$ cat config.mk
export PLATFORM = sky130hd
export DESIGN_NAME = regfile_param
export DESIGN_NICKNAME = d
export VERILOG_FILES = /design/src/rtl/regfile_pkg.sv /design/src/rtl/regfile_clear_fsm.sv /design/src/rtl/regfile_param.sv
export SDC_FILE = /design/constraint.sdc
export NUM_CORES = 1
export LEC_CHECK = 0
export ABC_AREA = 0
export BUFFER_PORTS_ARGS = -buffer_cell sky130_fd_sc_hd__buf_2
export CAP_MARGIN = 10
export CORE_MARGIN = 2
export CORE_UTILIZATION = 40
export DETAILED_ROUTE_END_ITERATION = 8
export HOLD_SLACK_MARGIN = 0.03
export SKIP_LAST_GASP = 1
export SYNTH_ARGS = -nofsm -noshare
export SYNTH_HDL_FRONTEND = slang
export SYNTH_SLANG_ARGS = --single-unit
$ cat constraint.sdc
create_clock -name clk -period 4.8 [get_ports clk]
set_input_delay 0 -clock clk [delete_from_list [all_inputs] [get_ports clk]]
set_output_delay 0 -clock clk [all_outputs]
set_load 0.01 [all_outputs]
$ cat src/rtl/regfile_pkg.sv
// Shared types and defaults for the parameterised register file.
// Optional macro: REGFILE_BYPASS_EN (see regfile_param.sv).
package regfile_pkg;

    // Clear-sweep controller states
    typedef enum logic {
        IDLE  = 1'b0,
        SWEEP = 1'b1
    } clr_state_t;

    localparam int unsigned DEF_DATA_W = 8;
    localparam int unsigned DEF_DEPTH  = 8;

endpackage

$ cat src/rtl/regfile_clear_fsm.sv
// Clear-sweep controller: on a sampled clr_req walks ptr from 0 to DEPTH-1,
// asserting sweep_we so the storage zeroes one register per cycle.
module regfile_clear_fsm
    import regfile_pkg::*;
#(
    parameter  int unsigned DEPTH  = DEF_DEPTH,
    localparam int unsigned ADDR_W = $clog2(DEPTH)
) (
    input  logic              clk,
    input  logic              reset,
    input  logic              clr_req,
    output logic              busy,
    output logic [ADDR_W-1:0] ptr,
    output logic              sweep_we
);

    localparam logic [ADDR_W-1:0] LAST = ADDR_W'(DEPTH - 1);

    clr_state_t state;

    // State, pointer and registered outputs advance together
    always_ff @(posedge clk or posedge reset) begin
        if (reset) begin
            state    <= IDLE;
            ptr      <= '0;
            busy     <= 1'b0;
            sweep_we <= 1'b0;
        end else begin
            case (state)
                IDLE: begin
                    if (clr_req) begin
                        state    <= SWEEP;
                        ptr      <= '0;
                        busy     <= 1'b1;
                        sweep_we <= 1'b1;
                    end
                end
                SWEEP: begin
                    // clr_req is not looked at here, so it cannot extend a sweep
                    if (ptr == LAST) begin
                        state    <= IDLE;
                        ptr      <= '0;
                        busy     <= 1'b0;
                        sweep_we <= 1'b0;
                    end else begin
                        ptr <= ptr + ADDR_W'(1);
                    end
                end
                default: begin
                    state    <= IDLE;
                    ptr      <= '0;
                    busy     <= 1'b0;
                    sweep_we <= 1'b0;
                end
            endcase
        end
    end

endmodule

$ cat src/rtl/regfile_param.sv
// Parameterised 2-read/1-write register file with a clear sweep.
// Optional macro: REGFILE_BYPASS_EN -- a read of the address being written by
// a committing write returns write_data in the same cycle.
module regfile_param
    import regfile_pkg::*;
#(
    parameter  int unsigned DATA_W   = DEF_DATA_W,
    parameter  int unsigned DEPTH    = DEF_DEPTH,
    parameter  int unsigned ZERO_REG = 0,
    localparam int unsigned ADDR_W   = $clog2(DEPTH)
) (
    input  logic              clk,
    input  logic              reset,
    input  logic              we,
    input  logic [ADDR_W-1:0] write_addr,
    input  logic [DATA_W-1:0] write_data,
    input  logic [ADDR_W-1:0] read_addr1,
    input  logic [ADDR_W-1:0] read_addr2,
    output logic [DATA_W-1:0] read_data1,
    output logic [DATA_W-1:0] read_data2,
    input  logic              clr_req,
    output logic              busy,
    output logic              wr_drop
);

    logic [DATA_W-1:0] regs [DEPTH];
    logic [ADDR_W-1:0] ptr;
    logic              sweep_we;
    logic              zero_hit;
    logic              wr_commit;

    // Writes to the hard-wired zero register are silently ignored, not dropped
    assign zero_hit  = (ZERO_REG != 0) && (write_addr == '0);
    assign wr_commit = we && !busy && !zero_hit;

    regfile_clear_fsm #(
        .DEPTH (DEPTH)
    ) u_clear_fsm (
        .clk      (clk),
        .reset    (reset),
        .clr_req  (clr_req),
        .busy     (busy),
        .ptr      (ptr),
        .sweep_we (sweep_we)
    );

    // Storage: sweep clears have priority; user writes only commit while idle
    always_ff @(posedge clk or posedge reset) begin
        if (reset) begin
            for (int unsigned i = 0; i < DEPTH; i++) begin
                regs[i] <= '0;
            end
        end else if (sweep_we) begin
            regs[ptr] <= '0;
        end else if (wr_commit) begin
            regs[write_addr] <= write_data;
        end
    end

    // Flag a write that arrived during a sweep, one cycle later
    always_ff @(posedge clk or posedge reset) begin
        if (reset) begin
            wr_drop <= 1'b0;
        end else begin
            wr_drop <= we && busy;
        end
    end

    // Read port 1: array lookup, optional bypass, zero-reg and reset masking
    always_comb begin
        read_data1 = regs[read_addr1];
`ifdef REGFILE_BYPASS_EN
        if (wr_commit && (read_addr1 == write_addr)) begin
            read_data1 = write_data;
        end
`endif
        if (reset || ((ZERO_REG != 0) && (read_addr1 == '0))) begin
            read_data1 = '0;
        end
    end

    // Read port 2: same path as port 1
    always_comb begin
        read_data2 = regs[read_addr2];
`ifdef REGFILE_BYPASS_EN
        if (wr_commit && (read_addr2 == write_addr)) begin
            read_data2 = write_data;
        end
`endif
        if (reset || ((ZERO_REG != 0) && (read_addr2 == '0))) begin
            read_data2 = '0;
        end
    end

endmodule

==> results.txt <==
The library cell used most frequently in the layout, excluding fill and tap cells, is sky130_fd_sc_hd__mux2i_1. For this run, the register share of the synthesized area comes to 42.0%. The reported max-cap violation count is 0.

The initial core utilization is 40.8%. The via count of the first global-routing pass came out at 2825. The hold buffer count at CTS came out at 5.

The maximum fanout encountered on the critical timing path is 13. The half-perimeter wire length after placement came out at 6820 um. The die outline height came out at 106 um. The residual antenna-violating net count after detailed routing is 0.

The average footprint of a synthesized cell came out at 12.4 um^2. The number of flops mapped to enable cells by yosys is 0. The critical path data arrival time is 2170 ps. The sequential cells in the finished layout cover a total of 1750 um^2. The min-delay analysis places its worst path in the category input pin to flip-flop. Counting instances, the worst hold path has a depth of 3. The maximum operating frequency is 524 MHz. The overall routed net length is 10500 um. The part of the cycle the worst path needs came out at 39.8%. The share of cells above drive strength 1 is 16.5%.

Setup repair after global routing left no endpoint under its margin. For this design the ratio of total power to cell area is 481 nW/um^2. The total standard cell area after synthesis came out at 4170 um^2. The synthesized net count is 359. The required arrival time at the worst endpoint is 5060 ps. After the last flow step, the layout net total stands at 388.

The initial antenna violation count is 0. The multi-input combinational cells in the finished layout cover a total of 2220 um^2. The number of post-CTS setup repair buffers is 0. The number of detailed-route iterations in the first pass came out at 4. The number of buffers and inverters on the critical path is 0. For this run, the leading register cell type out of synthesis is sky130_fd_sc_hd__dfrtp_1. The final number of hold-violating endpoints is 0. The routed design could run at a clock period as short as 1910 ps. After routing the design area is 4610 um^2. In the post-route analysis, the smallest setup slack over all paths is 2890 ps. The final design utilization came out at 45.1%. The clock-pin transition on the worst setup and hold timing paths came out at 90 ps. Clock tree synthesis selected as its root buffer the cell sky130_fd_sc_hd__clkbuf_8. The post-synthesis instance total is 335. The end of the worst register-to-register path is regs[10]. The wire length per cell came out at 20.7 um. The repair_antennas step left the layout with diodes totalling 0. Adding up every negative setup slack in the final design gives 0 ps. Setup violations remaining at the end of the flow were counted as 0. The synthesized design contains 70 register bits. The number of pins with negative max-slew slack in the final report came out at 0. The path with the worst hold slack has its endpoint at regs[0]. The area of placed instances came out at 4380 um^2. The die is 106 um wide.

At the end of routability-driven placement, the weighted congestion stood at 0.750. The timing startpoint of the critical path is u_clear_fsm.sweep_we. OpenSTA, run right after detailed placement, puts the worst setup slack at 2950 ps. The number of clock buffers added by TritonCTS is 9. The count of buffers inserted at the top-level ports is 38. The worst setup path is captured at a flip-flop. In this run the count of I/O pins placed on the die edge is 39. The dominant delay contributor by cell family on the critical path is simple AND/OR/NAND/NOR gates. The worst voltage drop across the vdd grid came out at 343 uV. The H-tree level count is 3. The critical path goes through nand3b_4 -> nor3b_2 -> mux2i_1. The slack of the worst reg-to-reg path is 2890 ps. For this design, the sink count on the clock tree is 70. The total power consumption of the routed design is 2.22 mW.

The largest individual stage delay along the critical path comes from the cell sky130_fd_sc_hd__nor3b_2. The worst clock skew came out at 13.1 ps. The wire length of the first global-routing pass came out at 16300 um. The TritonCTS clock tree is yes.

The worst setup path is of the flip-flop to flip-flop kind. The slew at the pin closest to its max-slew limit came out at 909 ps. For this run, the number of Yosys warnings is 0. The relative slew slack came out at 39.1%. The startpoint identified for the worst register-to-register timing path is u_clear_fsm.sweep_we. The area of the die is 11300 um^2.

In this run the most critical hold path is launched from write_data[0]. The later-pin clock latency in the skew report came out at 360 ps. Counting flops with an async set or reset pin after synthesis yields a share of 100%. The core outline area is 10200 um^2. The number of cells on the worst reg-to-reg path is 3. The synthesis-to-layout area growth came out at 10.5%. The largest single stage delay on the critical path is 770 ps. The global-route total usage across every layer came out at 19.9%. The detailed-route DRC error count is 0. The total via count in the routed design came out at 2813. The average vias per placed instance is 5.57. The number of fill cells came out at 972. The total leakage power came out at 2.40 nW. The startpoint type of the worst setup path is a flip-flop.

The initialized floorplan defines 37 standard-cell rows. The detailed router finished its first iteration with 137 violations. In the layout the commonest cells are 80 x sky130_fd_sc_hd__mux2i_1, 70 x sky130_fd_sc_hd__nand2_1, 70 x sky130_fd_sc_hd__dfrtp_1. The flow ran to the end, and the final reports show no timing, DRC or antenna violations.

The number of gates resized after CTS was 0. Entering global routing, the biggest net connects 71 pins. The number of distinct library cells after synthesis came out at 29. For this run the aggregate overflow at the end of global routing stands at 0. The maximum number of buffers from clock root to sink came out at 2.
-- synth_stat cells (2+ instances only) --
library cell                count  area [um^2]
sky130_fd_sc_hd__nand2_1       70          263
sky130_fd_sc_hd__mux2i_1       80          801
sky130_fd_sc_hd__nor3b_1        2         15.0
sky130_fd_sc_hd__nand3b_1       3         22.5
sky130_fd_sc_hd__dfrtp_1       70         1750
sky130_fd_sc_hd__nor2_1        19         71.3
sky130_fd_sc_hd__mux4_1        30          788
sky130_fd_sc_hd__inv_1         10         37.5
sky130_fd_sc_hd__ha_1           3         37.5
sky130_fd_sc_hd__nand4bb_1      3         33.8
sky130_fd_sc_hd__o21ai_0        3         15.0
sky130_fd_sc_hd__mux4_2         2         45.0
sky130_fd_sc_hd__nand4b_1       3         26.3
sky130_fd_sc_hd__buf_4          3         22.5
sky130_fd_sc_hd__a21oi_1        2         10.0
sky130_fd_sc_hd__buf_2         11         55.1
sky130_fd_sc_hd__buf_1          3         11.3
sky130_fd_sc_hd__buf_12         2         40.0
sky130_fd_sc_hd__clkbuf_1       5         18.8
sky130_fd_sc_hd__buf_6          2         22.5
-- worst register-to-register path, stage by stage (launching register included) --
cell                       delay [ps]
sky130_fd_sc_hd__dfrtp_1          510
sky130_fd_sc_hd__nand3b_4         240
sky130_fd_sc_hd__nor3b_2          770
sky130_fd_sc_hd__mux2i_1          300
-- kinds of logic (layout without fill, tap and decap cells) --
group / Yosys count / in the layout / share of synthesized area (%)
mux: 112 / 112 / 39.2
flops: 70 / 70 / 42.0
compound gates: 6 / 6 / 0.810
simple gates: 108 / 108 / 12.1
buf+inv: 36 / 70 / 4.98
fa+ha+maj: 3 / 3 / 0.900
-- stage by stage --
step / hold WS, ps / instances
after floorplan: 107 / 335
after global placement: 261 / 484
after detailed placement: 277 / 484
after CTS: 32.2 / 505
after global routing: 57.6 / 505
final: 33.3 / 505
-- per-layer routing --
metal | vias to the layer above | track usage (%) | part of all wire (%)
met5 | - | 0 | 0
li1 | 1282 | - | -
met2 | 85 | 31.0 | 47
met4 | 0 | 6.48 | 1.4
met3 | 12 | 3.25 | 6.6
met1 | 1434 | 28.4 | 45
-- flip-flops by register name, indices dropped and copies added (netlist names) --
name and flops:
regs 64, u_clear_fsm.ptr 3, wr_drop 1, u_clear_fsm.sweep_we 1, u_clear_fsm.state 1
-- how the worst max path moves through the flow --
stage                    end  cells past startpoint
finish              regs[10]                      3
global route        regs[10]                      3
CTS                 regs[10]                      3
detailed placement  regs[13]                      3
global placement    regs[35]                      3
floorplan            regs[0]                      3
-- layout make-up --
class | instances | area share [%]
Sequential cell | 70 | 38.0
Multi-Input combinational cell | 229 | 48.2
Inverter | 10 | 0.814
Clock inverter | 5 | 1.09
Clock buffer | 11 | 2.85
Tap cell | 136 | 3.69
Timing Repair Buffer | 44 | 5.37
-- power by group --
| part | internal (mW) | switching, mW |
|---|---|---|
| Combinational | 0.369 | 0.367 |
| Sequential | 0.819 | 0.200 |
| Clock | 0.237 | 0.228 |
| Total | 1.42 | 0.795 |
Power figures use the tool's default switching activity.
